**src/rtl/vga_rx_decoder.sv**
```systemverilog
// vga_rx_decoder: receive side of the 640x480@60 VGA link. Recovers the pixel
// position of each Hsync/Vsync/RGB sample, checks sync edges against nominal
// timing, and reports lock once LOCK_FRAMES clean frames have been seen.
//
// Ports:
//   clk, rst_n        pixel clock, asynchronous active-low reset
//   hsync_n, vsync_n  active-low syncs as driven to the connector
//   rgb_i             {R,G,B} 4 bits each
//   x_o, y_o          recovered column/line of the previous clock's sample
//   de_o, rgb_o       visible-pixel valid and registered pixel (0 when !de_o)
//   locked_o          timing locked
//   frame_start_o     one-cycle pulse at x=0,y=0 while locked
//   sync_err_o        one-cycle pulse on a timing violation while checking
module vga_rx_decoder #(
   parameter int unsigned H_VISIBLE   = 640,
   parameter int unsigned H_FP        = 16,
   parameter int unsigned H_PW        = 96,
   parameter int unsigned H_BP        = 48,
   parameter int unsigned V_VISIBLE   = 480,
   parameter int unsigned V_FP        = 10,
   parameter int unsigned V_PW        = 2,
   parameter int unsigned V_BP        = 33,
   parameter int unsigned LOCK_FRAMES = 2
) (
   input  logic        clk,
   input  logic        rst_n,
   input  logic        hsync_n,
   input  logic        vsync_n,
   input  logic [11:0] rgb_i,
   output logic [9:0]  x_o,
   output logic [9:0]  y_o,
   output logic        de_o,
   output logic [11:0] rgb_o,
   output logic        locked_o,
   output logic        frame_start_o,
   output logic        sync_err_o
);

   localparam logic [9:0]  H_LAST   = 10'(H_VISIBLE + H_FP + H_PW + H_BP - 1);
   localparam logic [9:0]  V_LAST   = 10'(V_VISIBLE + V_FP + V_PW + V_BP - 1);
   localparam logic [9:0]  H_VIS    = 10'(H_VISIBLE);
   localparam logic [9:0]  V_VIS    = 10'(V_VISIBLE);
   localparam logic [9:0]  HS_START = 10'(H_VISIBLE + H_FP);
   localparam logic [9:0]  HS_END   = 10'(H_VISIBLE + H_FP + H_PW);
   localparam logic [9:0]  VS_START = 10'(V_VISIBLE + V_FP);
   localparam logic [9:0]  VS_END   = 10'(V_VISIBLE + V_FP + V_PW);
   localparam logic [11:0] TO_LAST  = 12'(2 * (H_VISIBLE + H_FP + H_PW + H_BP) - 1);
   localparam logic [3:0]  LOCK_CNT = 4'(LOCK_FRAMES);

   typedef enum logic [1:0] {StSearch, StCheck, StLocked} state_e;

   state_e      state;
   logic [3:0]  good_cnt;
   logic [11:0] timeout;
   logic        hs_q;
   logic        vs_q;

   logic [9:0]  px;
   logic [9:0]  py;
   logic [9:0]  nx;
   logic [9:0]  ny;
   logic        hs_fall;
   logic        hs_rise;
   logic        vs_fall;
   logic        vs_rise;
   logic        violation;
   logic        err_now;
   logic        lock_now;
   logic        locked_next;
   logic        de_next;
   logic        fs_next;
   logic [3:0]  good_inc;

   always_comb begin
      px       = (x_o == H_LAST) ? 10'd0 : x_o + 10'd1;
      py       = y_o;
      if (px == 10'd0) begin
         py = (y_o == V_LAST) ? 10'd0 : y_o + 10'd1;
      end
      hs_fall  = ~hsync_n & hs_q;
      hs_rise  = hsync_n & ~hs_q;
      vs_fall  = ~vsync_n & vs_q;
      vs_rise  = vsync_n & ~vs_q;
      nx       = hs_fall ? HS_START : px;
      ny       = vs_fall ? VS_START : py;
      // Timeout fires once, on the 2*H_TOTAL-th cycle without an hsync fall.
      violation = (hs_fall & (px != HS_START)) |
                  (hs_rise & (px != HS_END)) |
                  (vs_fall & ((py != VS_START) | (px != 10'd0))) |
                  (vs_rise & (py != VS_END)) |
                  (~hs_fall & (timeout == TO_LAST));
      err_now     = (state != StSearch) & violation;
      good_inc    = good_cnt + 4'd1;
      lock_now    = (state == StCheck) & vs_fall & ~violation & (good_inc == LOCK_CNT);
      // Outputs follow the state being entered, so de_o never outlives locked_o.
      locked_next = ((state == StLocked) & ~err_now) | lock_now;
      de_next     = locked_next & (nx < H_VIS) & (ny < V_VIS);
      fs_next     = locked_next & (nx == 10'd0) & (ny == 10'd0);
   end

   always_ff @(posedge clk or negedge rst_n) begin
      if (!rst_n) begin
         state         <= StSearch;
         good_cnt      <= '0;
         timeout       <= '0;
         hs_q          <= 1'b1;
         vs_q          <= 1'b1;
         x_o           <= '0;
         y_o           <= '0;
         de_o          <= 1'b0;
         rgb_o         <= '0;
         locked_o      <= 1'b0;
         frame_start_o <= 1'b0;
         sync_err_o    <= 1'b0;
      end else begin
         hs_q          <= hsync_n;
         vs_q          <= vsync_n;
         x_o           <= nx;
         y_o           <= ny;
         de_o          <= de_next;
         rgb_o         <= de_next ? rgb_i : 12'h000;
         locked_o      <= locked_next;
         frame_start_o <= fs_next;
         sync_err_o    <= err_now;
         if (hs_fall) begin
            timeout <= '0;
         end else if (timeout != 12'hfff) begin
            timeout <= timeout + 12'd1;
         end
         case (state)
            StSearch: begin
               if (vs_fall) begin
                  state    <= StCheck;
                  good_cnt <= '0;
               end
            end
            StCheck: begin
               if (violation) begin
                  state    <= StSearch;
                  good_cnt <= '0;
               end else if (vs_fall) begin
                  good_cnt <= good_inc;
                  if (lock_now) begin
                     state <= StLocked;
                  end
               end
            end
            StLocked: begin
               if (violation) begin
                  state    <= StSearch;
                  good_cnt <= '0;
               end
            end
            default: state <= StSearch;
         endcase
      end
   end

endmodule

```
**config.mk**
```make
export PLATFORM = sky130hd
export DESIGN_NAME = vga_rx_decoder
export DESIGN_NICKNAME = d
export VERILOG_FILES = /design/src/rtl/vga_rx_decoder.sv
export SDC_FILE = /design/constraint.sdc
export NUM_CORES = 1
export LEC_CHECK = 0
export ABC_AREA = 1
export BUFFER_PORTS_ARGS = -buffer_cell sky130_fd_sc_hd__buf_2
export CAP_MARGIN = 20
export CORE_MARGIN = 3
export CORE_UTILIZATION = 57
export DETAILED_ROUTE_END_ITERATION = 16
export PLACE_DENSITY = 0.89
export RECOVER_POWER = 50
export SYNTH_ARGS = -nofsm -noshare
export SYNTH_HDL_FRONTEND = slang
export SYNTH_SLANG_ARGS = --single-unit
```
**constraint.sdc**
```tcl
create_clock -name clk -period 3.3 [get_ports clk]
set_input_delay 0.495 -clock clk [delete_from_list [all_inputs] [get_ports clk]]
set_output_delay 0.495 -clock clk [all_outputs]
set_load 0.05 [all_outputs]
```
==> flow_metrics.tcl <==
set metrics [dict create \
    period_share_pct 92.4 \
    synth.distinct_cells 38 \
    ir_drop_uv 358 \
    crit_buf_inv 2 \
    path_class "flip-flop to flip-flop" \
    ant_nets 0 \
    fin_cells 530 \
    synthesis.nets 425 \
    holdWs_ns 0.271 \
    routabilityCongestion 0.916 \
    synthSimpleGateAreaFrac_pct 37.3 \
    grt_antenna_before_repair 0 \
    critPathSlowestCell "dfrtp_1" \
    synth_top_area_share_pct 41.6 \
    track_usage_pct 21.6 \
    crit_arrival_ns 3.31 \
    synth.largest_area_cell "dfrtp_1" \
    num-nets-final 481 \
    cts_root_buf "clkbuf_8" \
    fmax_mhz 328 \
    finClkSkew_ns 0.0129 \
    synth-compound-area-share_pct 5.82 \
    maxCapViolations 1 \
    nFillCells 444 \
    dr.pass1.iters 4 \
    wl_per_cell_um 12.6 \
    layout_min_cycle_time_ns 3.05 \
    area_growth_pct 12.8 \
    leakage_nw 2.04 \
    async_reset_ff_share_pct 100 \
    cpPeakStageDelay_ns 0.43 \
    portBuffers 51 \
    cp-end-kind "flip-flop" \
    tns_ns 0 \
    io_pins 52 \
    cp_top_family "simple AND/OR/NAND/NOR gates" \
    syn_area_per_cell_um2 8.06 \
    die_w_um 81.5 \
    synth_area_mm2 0.00325 \
    p_seq_share_pct 51.1 \
    dieArea_mm2 0.00664 \
    numClockSinks 56 \
    crit_path_cell_trace "ha_1 -> nand2_4 -> inv_2 -> nand2_1 -> nor2_4 -> nor2_8 -> nand2_1 -> nor2_1 -> nand3_4 -> inv_1 -> nand3_1 -> nor2_1 -> nand3_1 -> nand2_2 -> nand4_1 -> nand2_1 -> nand2_1 -> nand2_2 -> nand2_1 -> nand2_1" \
    cpMostUsedCell "nand2_1" \
    synth_seq_cells 56 \
    diodes 0 \
    drtIter0Drc 187 \
    synth_top_family_by_area "simple AND/OR/NAND/NOR gates" \
    syn_inst 403 \
    cp-start-kind "flip-flop" \
    yosys-mux-area-fraction_pct 0 \
    synthTopCellsByCount "85 x nand2_1, 67 x inv_1, 54 x dfrtp_1" \
    post-place-cells 522 \
    numCtsBuffers 5 \
    die_height_um 81.5 \
    powerDensity_mw_per_mm2 412 \
    maxSlewHeadroom_pct -31.6 \
    insertion_delay_ns 0.32 \
    synth_most_common_cell "nand2_1" \
    drive_gt1_share_pct 21.7 \
    design_area_mm2 0.00366 \
    crit_fanout 12 \
    synthTopCellsByArea "dfrtp_1 42%, nand2_1 9.8%, inv_1 7.7%" \
    grt_pass1_wl_mm 11.1 \
    clock_path_buffers 2 \
    drc 0 \
    drv_slew 39 \
    tritoncts "built" \
    grt_pass1_vias 2591 \
    grt_max_degree 39 \
    dp_hpwl_mm 5.15 \
    place_area_mm2 0.00357 \
    min_path_type "input port to flip-flop" \
    drt-total-wl_mm 6.65 \
    rsz0062_at_grt "false" \
    outcome "finished, violations left" \
    clkPwrFrac_pct 29.9 \
    ys_warn_count 0 \
    cts_hold_buf 0 \
    vias_per_cell 5.21 \
    internal-power_mw 1.03 \
    path_clk_slew_ns 0.10 \
    synthXorXnorAreaFrac_pct 1.89 \
    synthAdderAreaFrac_pct 2.31 \
    core_area_mm2 0.00530 \
    worst_pin_slew_ns 1.97 \
    rows 26 \
    swShare_pct 31.8 \
    initial_utilization_pct 61.2 \
    ys_seq_area_share_pct 43.2 \
    setup_viol 0 \
    hold_viol_final 0 \
    gr-total-overflow 0 \
    vias 2759 \
    synth_edf_count 0 \
    ctsHtreeMaxLevel 2 \
    synthFlopType "dfrtp_1" \
    p_sw_mw 0.479 \
    cp.required_ns 3.56 \
    failed_checks "capacitance limit, slew limit" \
    p_comb_share_pct 19.0 \
]
## metrics by stage
stage / worst slack, ns / utilization (%) / power [mW]
3_3_place_gp: 0.418 / 67.2 / 1.07
3_5_place_dp: 0.310 / 67.2 / 1.07
2_1_floorplan: 0.331 / - / 0.994
5_1_grt: 0.0236 / 69.1 / 1.58
6_report: 0.251 / 69.1 / 1.51
4_1_cts: 0.282 / 69.3 / 1.52
## cells by family after synthesis
family	after synthesis
simple gates	228
compound gates	31
fa+ha+maj	6
xor+xnor	7
buf+inv	75
flops	56
## flip-flops by register name (all words and copies together) (netlist names)
name / flops
de_o: 1
state: 2
rgb_o: 12
sync_err_o: 1
x_o: 10
vs_q: 1
frame_start_o: 1
good_cnt: 4
timeout: 12
locked_o: 1
hs_q: 1
y_o: 10
## power groups by stage
stage,clock (mW),sequential [mW],combinational [mW]
after floorplan,0,0.848,0.146
after global placement,0,0.782,0.283
after detailed placement,0,0.785,0.290
after CTS,0.462,0.772,0.290
after global routing,0.493,0.776,0.314
final,0.452,0.771,0.286
## routing by layer
layer	GRT usage, %	vias up	share of wire (%)
met3	5.59	8	7.4
met1	28.0	1286	43
met2	35.1	88	48
met4	7.43	0	1.3
li1	-	1377	-
met5	0	-	0
## layout make-up
cell class | count | area (um^2) | area share (%)
repair buffers | 53 | 259 | 7.07
well taps | 70 | 87.6 | 2.39
flip-flops and latches | 56 | 1400 | 38.3
inverters | 71 | 269 | 7.34
clock buffers | 5 | 68.8 | 1.88
clock inverters | 3 | 42.5 | 1.16
multi-input cells | 272 | 1530 | 41.8
## what timing repair did
action                     CTS  global route
resized for setup            0             1
setup buffers                0             0
setup endpoints to repair    0             1
## worst paths after layout
kind | slack (ns) | cells after the start | end | startpoint
setup / recovery | 0.25 | 20 | good_cnt[2] | x_o[0]
max in group asynchronous | 0.59 | 2 | rgb_o[0] | rst_n
hold reg to reg | 0.50 | 1 | timeout[9] | timeout[9]
min in group asynchronous | 0.33 | 1 | timeout[0] | rst_n
setup reg to reg | 0.25 | 20 | good_cnt[2] | x_o[0]
hold / removal | 0.27 | 1 | hs_q | hsync_n
## layout by cell type, fill, tap and decap left out, types with 6 or more instances in the layout
cell type  synthesis  final
inv_1             67     67
nor2_1            51     51
nand2_4            7      7
nor2_4            13     13
nand2_2            7      7
buf_2              0     45
nand2_1           85     85
nor3_1             7      7
nand3_1           32     34
o21ai_0           13     13
dfrtp_1           54     54
ha_1               6      6
a21oi_1            8      8
clkbuf_1           2      7
nand4_1           10     10
No activity file was read; power rests on OpenSTA's default activity.
